--- config.mk ---
export PLATFORM = sky130hd
export DESIGN_NAME = multicycle_core_flat
export DESIGN_NICKNAME = d
export VERILOG_FILES = /design/src/rtl/multicycle_core_if.sv /design/src/rtl/multicycle_core.sv /design/src/flat_wrapper.sv
export SDC_FILE = /design/constraint.sdc
export NUM_CORES = 1
export LEC_CHECK = 0
export BUFFER_PORTS_ARGS = -buffer_cell sky130_fd_sc_hd__buf_2
export CAP_MARGIN = 15
export CORE_ASPECT_RATIO = 1.5
export CORE_MARGIN = 8
export CORE_UTILIZATION = 40
export CTS_CLUSTER_DIAMETER = 100
export DETAILED_ROUTE_END_ITERATION = 6
export PLACE_DENSITY = 0.6
export SYNTH_ARGS = -nofsm -noshare
export SYNTH_HDL_FRONTEND = slang
export SYNTH_SLANG_ARGS = --single-unit
--- constraint.sdc ---
create_clock -name clk -period 6.07 [get_ports clk]
set_input_delay 0.607 -clock clk [delete_from_list [all_inputs] [get_ports clk]]
set_output_delay 0.607 -clock clk [all_outputs]
set_load 0.03 [all_outputs]
--- src/rtl/multicycle_core_if.sv ---
// Instruction-fetch bus of multicycle_core: req/addr from the core, rdata/valid from memory.
interface multicycle_core_if #(
    parameter int unsigned PC_W = 10
) ();
    logic            imem_req;
    logic [PC_W-1:0] imem_addr;
    logic [15:0]     imem_rdata;
    logic            imem_valid;

    modport master (
        output imem_req,
        output imem_addr,
        input  imem_rdata,
        input  imem_valid
    );

    modport slave (
        input  imem_req,
        input  imem_addr,
        output imem_rdata,
        output imem_valid
    );
endinterface

--- src/rtl/multicycle_core.sv ---
// Multi-cycle 16-bit-ISA core: FETCH (stallable) -> EXEC -> FETCH/HALT, 8-entry regfile, r0 = 0.
// Optional MULTICYCLE_CORE_PERF_EN adds cycle_cnt / instret_cnt performance counters.
module multicycle_core #(
    parameter int unsigned DATA_W   = 16,
    parameter int unsigned PC_W     = 10,
    parameter int unsigned RESET_PC = 0
) (
    input  logic              clk,
    input  logic              reset,
    multicycle_core_if.master imem,
    output logic [PC_W-1:0]   pc,
    output logic              retire,
    output logic              halted
`ifdef MULTICYCLE_CORE_PERF_EN
    ,
    output logic [31:0]       cycle_cnt,
    output logic [31:0]       instret_cnt
`endif
);

    typedef enum logic [1:0] {
        FETCH,
        EXEC,
        HALT
    } state_t;

    state_t              state_q, state_d;
    logic [PC_W-1:0]     pc_q, pc_d;
    logic [15:0]         ir_q, ir_d;
    logic [DATA_W-1:0]   rf_q [8];
    logic [DATA_W-1:0]   rf_d [8];

    logic [2:0]          op, rd, rs1, rs2;
    logic [DATA_W-1:0]   rd_val, rs1_val, rs2_val, imm4, alu;
    logic [PC_W-1:0]     br_off;
    logic                alu_op, take;

    always_ff @(posedge clk) begin
        if (!reset) begin
            state_q <= FETCH;
        end else begin
            state_q <= state_d;
        end
    end

    always_comb begin
        state_d = state_q;
        unique case (state_q)
            FETCH:   if (imem.imem_valid) state_d = EXEC;
            EXEC:    state_d = (op == 3'b111) ? HALT : FETCH;
            HALT:    state_d = HALT;
            default: state_d = FETCH;
        endcase
    end

    // Request is gated by reset so no fetch is visible while the core is held.
    always_comb begin
        imem.imem_req  = (state_q == FETCH) && reset;
        imem.imem_addr = pc_q;
        pc             = pc_q;
        retire         = (state_q == EXEC);
        halted         = (state_q == HALT);
    end

    always_comb begin
        op      = ir_q[15:13];
        rd      = ir_q[12:10];
        rs1     = ir_q[9:7];
        rs2     = ir_q[2:0];
        rd_val  = rf_q[rd];
        rs1_val = rf_q[rs1];
        rs2_val = rf_q[rs2];
        imm4    = DATA_W'(ir_q[3:0]);
        br_off  = PC_W'($signed(ir_q[6:0]));
        alu_op  = (op != 3'b011) && (op != 3'b111);
        take    = (op == 3'b011) && (rd_val == rs1_val);

        unique case (op)
            3'b000:  alu = rs1_val + rs2_val;
            3'b001:  alu = rs1_val + imm4;
            3'b010:  alu = rs1_val - imm4;
            3'b100:  alu = rs1_val - rs2_val;
            3'b101:  alu = rs1_val & rs2_val;
            3'b110:  alu = rs1_val | rs2_val;
            default: alu = '0;
        endcase
    end

    always_comb begin
        ir_d = ir_q;
        pc_d = pc_q;
        rf_d = rf_q;
        if (state_q == FETCH && imem.imem_valid) begin
            ir_d = imem.imem_rdata;
        end
        if (state_q == EXEC) begin
            if (op != 3'b111) begin
                pc_d = take ? pc_q + PC_W'(1) + br_off : pc_q + PC_W'(1);
            end
            // rf_q[0] is never written, so r0 reads as zero without a read-side mux.
            if (alu_op && rd != 3'd0) begin
                rf_d[rd] = alu;
            end
        end
    end

    always_ff @(posedge clk) begin
        if (!reset) begin
            pc_q <= PC_W'(RESET_PC);
            ir_q <= '0;
            rf_q <= '{default: '0};
        end else begin
            pc_q <= pc_d;
            ir_q <= ir_d;
            rf_q <= rf_d;
        end
    end

`ifdef MULTICYCLE_CORE_PERF_EN
    logic [31:0] cycle_cnt_q, cycle_cnt_d;
    logic [31:0] instret_cnt_q, instret_cnt_d;

    always_comb begin
        cycle_cnt_d   = (state_q != HALT) ? cycle_cnt_q + 32'd1 : cycle_cnt_q;
        instret_cnt_d = (state_q == EXEC) ? instret_cnt_q + 32'd1 : instret_cnt_q;
        cycle_cnt     = cycle_cnt_q;
        instret_cnt   = instret_cnt_q;
    end

    always_ff @(posedge clk) begin
        if (!reset) begin
            cycle_cnt_q   <= '0;
            instret_cnt_q <= '0;
        end else begin
            cycle_cnt_q   <= cycle_cnt_d;
            instret_cnt_q <= instret_cnt_d;
        end
    end
`endif

endmodule

--- src/flat_wrapper.sv ---
// flat-port wrapper written by rule: the top's interface ports become plain ports
module multicycle_core_flat 
#(
    parameter int unsigned DATA_W   = 16,
    parameter int unsigned PC_W     = 10,
    parameter int unsigned RESET_PC = 0
)
  (clk, reset, pc, retire, halted, imem_imem_req, imem_imem_addr, imem_imem_rdata, imem_imem_valid);
  multicycle_core_if #(.PC_W(PC_W)) imem_i ();
  input  logic clk;
  input  logic reset;
  output logic [PC_W-1:0] pc;
  output logic retire;
  output logic halted;
  output wire logic [$bits(imem_i.imem_req)-1:0] imem_imem_req;
  output wire logic [$bits(imem_i.imem_addr)-1:0] imem_imem_addr;
  input wire logic [$bits(imem_i.imem_rdata)-1:0] imem_imem_rdata;
  input wire logic [$bits(imem_i.imem_valid)-1:0] imem_imem_valid;
  assign imem_imem_req = imem_i.imem_req;
  assign imem_imem_addr = imem_i.imem_addr;
  assign imem_i.imem_rdata = imem_imem_rdata;
  assign imem_i.imem_valid = imem_imem_valid;
  multicycle_core #(.DATA_W(DATA_W), .PC_W(PC_W), .RESET_PC(RESET_PC)) u_core (.clk(clk), .reset(reset), .imem(imem_i), .pc(pc), .retire(retire), .halted(halted));
endmodule
## After elaboration in Yosys (flattened, before gate mapping)

Index checks and enable logic that the tools add are counted.

- Add/sub/neg operators: 6
- Order comparisons: 4
- Bitwise logic cells: 5
- Eq/ne operators: 13
- Mux-type cells: 17
- Reductions and logical operators: 11

Operator list:

| operator | number |
|---|---|
| binary-select mux 16 bit (select 3 bit) | 3 |
| bitwise mux 128 bit | 1 |
| 2-to-1 mux 16 bit | 7 |
| case mux 16 bit (6 select lines) | 1 |
| demux 16 bit (select 3 bit) | 1 |
| adder 16 bit | 1 |
| adder 16 x 4 -> 16 bit | 1 |
| AND 16 bit | 1 |
| equality test 16 bit | 1 |
| bitwise OR 16 bit | 1 |
| subtractor 16 bit | 1 |
| subtractor 16 x 4 -> 16 bit | 1 |
| equality test 3 bit (second input constant) | 4 |
| >= comparator 4 bit (second input constant) | 3 |
| NOT 3 -> 4 bit | 3 |
| adder 10 x 1 -> 10 bit (second input constant) | 1 |
| adder 10 bit | 1 |
| 2-to-1 mux 10 bit | 1 |
| equality test 3 x 2 -> 1 bit (second input constant) | 2 |
| logical AND 1 bit | 6 |
| case mux 2 bit (3 select lines) | 1 |
| less-than comparator 4 x 1 -> 1 bit (second input constant) | 1 |
| 2-to-1 mux 2 bit | 2 |
| AND reduction 2 bit | 2 |
| 9 further kinds | 9 |

- Register bits after elaboration: 156
- Input bits: 19
- Word-level logic and storage cells: 67
- Output and inout port bits: 23

## Longest topological paths before layout

- Word-level depth: 7
- Depth in mapped cells: 20
- Gate-level depth less buffers: 18

## Least setup slack after synthesis

Ideal clock, no wire load.

- Path kind: reg2reg
- Start point: reg u_core.ir_q[2]
- End point: reg u_core.rf_q[108] (netlist bit)
- Path slack: 1377 ps
- Arrival: 4555 ps
- Clock period less this slack: 4693 ps
- Required time: 5932 ps
- Buffers on the path: 1
- Cell stages (with the launch flop): 19
- Library setup time: 138 ps
- Cell sequence: dfxtp_1 > buf_6 > mux4_2 > mux2i_4 > ha_1 > nor3_1 > a211oi_1 > o22ai_1 > a31o_2 > fa_1 > a21o_1 > a21oi_1 > o21bai_1 > a2111oi_0 > o311ai_0 > a21o_1 > xor2_1 > a22oi_1 > a21oi_1

- Longest elaborated chain between the ends: 7
- Elaborated cells on any way between the ends: 12
- Those cells by class: add/sub (4); mux (5); bitwise (3)

Ends and longest elaborated chain:

| what | line | source |
|---|---|---|
| from (decl) | multicycle_core.sv:29 | `logic [15:0] ir_q, ir_d;` |
| from (signal assigned) | multicycle_core.sv:114 | `ir_q <= ir_d;` |
| NOT 3 -> 4 bit (implied by the code) | multicycle_core.sv:72 | `rs2_val = rf_q[rs2];` |
| binary-select mux 16 bit (select 3 bit) | multicycle_core.sv:72 |  |
| 2-to-1 mux 16 bit (implied by the code) (2 in series) | multicycle_core.sv:72 |  |
| subtractor 16 bit (tied with other cells) | multicycle_core.sv:82 | `3'b100: alu = rs1_val - rs2_val;` |
| case mux 16 bit (6 select lines) (*) | multicycle_core.sv:78 | `unique case (op)` |
| bitwise mux 128 bit (*) | multicycle_core.sv:102 | `rf_d[rd] = alu;` |
| to (signal assigned) | multicycle_core.sv:115 | `rf_q <= rf_d;` |
| to (decl) | multicycle_core.sv:30 | `logic [DATA_W-1:0] rf_q [8];` |

Every way passes the cells marked *; elsewhere a longest branch is shown, timed or not. The select of a mux whose other input is x is not followed.
A chain may end at the register's enable or synchronous reset.

## Final worst setup path

- Start point: reg u_core.ir_q[2]
- End point: reg u_core.rf_q[10] (netlist bit)

The elaborated chain is that of the path after synthesis.

==> qor.txt <==
GLOBAL ROUTE
-------------------------------------------------------------------------------------------
Total overflow reported by the global router                                              0
First-pass GRT wire length                                                         60000 µm
Number of global-route vias before repair                                             10.2k
Number of antenna violations at the first check in global routing                         0
Maximum number of pins on one net before global-route repair                             68
Global Route Usage Sum                                                                22.9%

PWR
-------------------------------------------------------------------------------------------
Post-layout total power                                                             2.85 mW
VDD IR-drop max                                                                    0.329 mV
Sequential group share of total power                                                 38.0%
Net switching power figure                                                           914 µW
Internal Power                                                                      1.93 mW
Logic gate share of total power                                                       23.1%
Clock power share                                                                     38.9%
Fraction of power spent switching nets                                                32.1%
P_leak                                                                              4.61 nW
Power per unit of standard cell area                                             229 mW/mm²

CELLS AND AREA
-------------------------------------------------------------------------------------------
Area of all placed cells without fillers                                         0.0125 mm²
Layout Utilization                                                                    44.5%
Fraction of layout instances using a drive strength above 1                           18.4%
Final std cells w/o fill                                                               1653
Filler cell count                                                                      2740
Commonest non-fill, non-tap cell in the layout                                 sky130_fd_sc_hd__nand2_1
Final layout net count                                                                 1343
Commonest cells after routing, fill and taps aside                             sky130_fd_sc_hd__nand2_1 (202), sky130_fd_sc_hd__dfxtp_1 (150), sky130_fd_sc_hd__o21ai_0 (94)
Count of inserted antenna diode cells                                                     0
Layout overhead on the synthesized area                                               9.42%

YOSYS
-------------------------------------------------------------------------------------------
Number of instances in the synthesized netlist                                         1294
Number of synthesized register bits                                                     156
Total number of yosys warnings                                                            0
Area of the mapped netlist                                                       0.0114 mm²
Count of flip-flops with a built-in enable after synthesis                                0
Net count after synthesis                                                              1343
Most used flip-flop cell after synthesis                                       sky130_fd_sc_hd__dfxtp_1
Async set-or-reset flop fraction in the synthesized netlist                              0%
Average size of a mapped cell                                                      8.80 µm²
Netlist cell types                                                                       72
Top cell type's share of synthesized area                                             27.4%
Dominant cell type by area after synthesis                                     sky130_fd_sc_hd__dfxtp_1
Leading post-synthesis cells by cell area                                      sky130_fd_sc_hd__dfxtp_1 (27%), sky130_fd_sc_hd__mux4_2 (14%), sky130_fd_sc_hd__nand2_1 (6.7%)
Proportion of synthesized chip area in sequential cells                               27.4%

CLOCK TREE
-------------------------------------------------------------------------------------------
Number of clock sinks                                                                   156
# hold bufs at CTS                                                                        0
Number of buffers created by CTS                                                         17
H-tree lvl count                                                                          4
Worst-path clk slew                                                                   60 ps
CTS Root Cell                                                                  sky130_fd_sc_hd__clkbuf_16
Number of buffers inserted to repair setup after CTS                                      0
Maximum buffer depth of the clock tree                                                    2
CTS-repair resized insts                                                                  0
Worst-skew pair later-pin latency                                                    450 ps
CTS tree                                                                                yes

ROUTING
-------------------------------------------------------------------------------------------
Routed wire length per instance                                                     23.8 µm
Post-route DRC                                                                            0
Via count                                                                             10.4k
First-pass DRT Iterations                                                                 5
Post-DRT Antenna Nets                                                                     0
Detail-routed via count per cell                                                       6.28
Final wirelength                                                                   39400 µm
Number of design-rule violations left by the first detailed-router iteration            938

STA
-------------------------------------------------------------------------------------------
Ratio of final minimum period to clock period                                         91.5%
Unrepaired setup endpoints after global routing                                          no
Transition time of the tightest slew-check pin                                      1240 ps
Highest clock frequency the design can meet                                         180 MHz
Total count of hold-check failures in the final report                                    0
Total setup violations reported at the end of the flow                                    0
Final setup slack of the worst path                                                  518 ps
Number of max-slew violations in the final report                                         0
Setup skew after layout                                                             11.0 ps
Final Critical Period                                                               5550 ps
Max_slew headroom                                                                     17.0%
Setup total negative slack                                                             0 ps
Final-layout worst hold slack                                                        407 ps

CRITICAL PATH
-------------------------------------------------------------------------------------------
Endpoint arrival time on the critical path                                          5890 ps
Required time worst endpoint                                                        6400 ps
Startpoint of the worst register-to-register path                              u_core.ir_q[2]$_SDFFE_PN0P_
Critical path start-end classification                                         flip-flop to flip-flop
Launching instance or port of the critical path                                u_core.ir_q[2]$_SDFFE_PN0P_
Worst reg2reg setup slack                                                            520 ps
Startpoint Class                                                                  flip-flop
Crit end category                                                                 flip-flop
Crit-path max FO                                                                         15

PLACEMENT
-------------------------------------------------------------------------------------------
Number of I/O port buffers                                                               41
HPWL after detailed placement                                                      28200 µm
Final weighted congestion in routability-driven placement                             0.980
Placed Area                                                                      0.0119 mm²
Placed cell count                                                                      1621
Worst setup timing slack at the placement stage                                      588 ps

MIN PATH
-------------------------------------------------------------------------------------------
Start point of the worst min-delay path                                        imem_imem_rdata[12]
Hold/Removal Path Class                                                        input pin to flip-flop

FLOORPLAN
-------------------------------------------------------------------------------------------
Overall die area                                                                 0.0342 mm²
Initial core utilization                                                              40.7%
Number of I/O pins                                                                       42
Core box area                                                                    0.0280 mm²
Height of the die                                                                    223 µm
Number of cell rows                                                                      75
Die X-Extent                                                                         154 µm

OUTCOME
-------------------------------------------------------------------------------------------
Status                                                                         finished, final reports clean

FLOW RUN
-------------------------------------------------------------------------------------------
Count of max-cap constraint violations                                                    0

-- power groups by stage --
stage | sequential [mW] | clock, mW | combinational, mW
6_report | 1.08 | 1.11 | 0.659
4_1_cts | 1.08 | 1.12 | 0.651
3_3_place_gp | 1.10 | 0 | 0.650
2_1_floorplan | 1.09 | 0 | 0.465
3_5_place_dp | 1.10 | 0 | 0.647
5_1_grt | 1.08 | 1.16 | 0.700
-- state kept, by name (all words and copies together), names as in the netlist --
signal	flops
u_core.state_q	2
u_core.ir_q	16
u_core.rf_q	128
u_core.imem.imem_addr	10
-- layout make-up --
cell class | count | area (µm²) | area share (%)
multi-input cells | 1012 | 7690 | 61.8
flip-flops and latches | 156 | 3130 | 25.1
repair buffers | 81 | 508 | 4.08
clock buffers | 20 | 447 | 3.59
well taps | 346 | 433 | 3.48
clock inverters | 12 | 146 | 1.18
inverters | 26 | 97.6 | 0.783
-- metal layers --
metal  up-vias  wire [µm]  GRT usage, %
li1       4749          -             -
met1      5031      15000          25.2
met2       469      19700          39.6
met3       135       2330          4.14
met4         0       2330          15.4
met5         -          0             0
-- worst max-delay path, cell delays in order, from the launching register on --
cell                        delay (ps)
sky130_fd_sc_hd__dfxtp_2           690
sky130_fd_sc_hd__mux4_1            670
sky130_fd_sc_hd__mux2i_4           270
sky130_fd_sc_hd__ha_1              210
sky130_fd_sc_hd__nor3_1             50
sky130_fd_sc_hd__a211oi_1          210
sky130_fd_sc_hd__o22ai_1           120
sky130_fd_sc_hd__a31o_2            260
sky130_fd_sc_hd__fa_1              440
sky130_fd_sc_hd__a21o_1            230
sky130_fd_sc_hd__a21oi_1           250
sky130_fd_sc_hd__o21bai_1          120
sky130_fd_sc_hd__a2111oi_0         440
sky130_fd_sc_hd__buf_4             200
sky130_fd_sc_hd__o31ai_1           100
sky130_fd_sc_hd__xor2_1            160
sky130_fd_sc_hd__o221ai_1          580
sky130_fd_sc_hd__o21ai_0           230
sky130_fd_sc_hd__and2_1            200
-- cells in the mapped netlist (9+ instances only) --
master / instances
sky130_fd_sc_hd__and3_1: 12
sky130_fd_sc_hd__xor2_1: 22
sky130_fd_sc_hd__clkbuf_1: 54
sky130_fd_sc_hd__inv_1: 20
sky130_fd_sc_hd__a22oi_1: 15
sky130_fd_sc_hd__o31ai_1: 11
sky130_fd_sc_hd__mux2_2: 22
sky130_fd_sc_hd__nor2_1: 66
sky130_fd_sc_hd__dfxtp_1: 156
sky130_fd_sc_hd__nor3_1: 15
sky130_fd_sc_hd__nand3_1: 42
sky130_fd_sc_hd__mux2i_1: 43
sky130_fd_sc_hd__ha_1: 28
sky130_fd_sc_hd__buf_4: 16
sky130_fd_sc_hd__nor2b_1: 20
sky130_fd_sc_hd__a21boi_0: 58
sky130_fd_sc_hd__buf_1: 11
sky130_fd_sc_hd__buf_2: 17
sky130_fd_sc_hd__o22ai_1: 13
sky130_fd_sc_hd__and2_1: 53
sky130_fd_sc_hd__a21o_1: 9
sky130_fd_sc_hd__a21oi_1: 42
sky130_fd_sc_hd__xnor2_1: 26
sky130_fd_sc_hd__nand2_1: 202
sky130_fd_sc_hd__a31oi_1: 17
sky130_fd_sc_hd__o21ai_0: 94
sky130_fd_sc_hd__mux4_2: 71
-- path summary, 6_finish.rpt --
check / endpoint / depth (start not counted)
max: u_core.rf_q[10]$_SDFFE_PN0P_ / 18
min: u_core.ir_q[12]$_SDFFE_PN0P_ / 3
max reg2reg: u_core.rf_q[10]$_SDFFE_PN0P_ / 18
min reg2reg: u_core.ir_q[4]$_SDFFE_PN0P_ / 2
-- cell families after synthesis --
kind of cell               share of synthesized area [%]
AOI/OAI and AO/OA                                   19.6
muxes                                               22.0
xor gates and xnor gates                            3.84
and+or+nand+nor                                     18.5
DFF                                                 27.4
buffers and inverters                               5.03
adders and majority gates                           3.60
(Power assumes the default switching activity.)
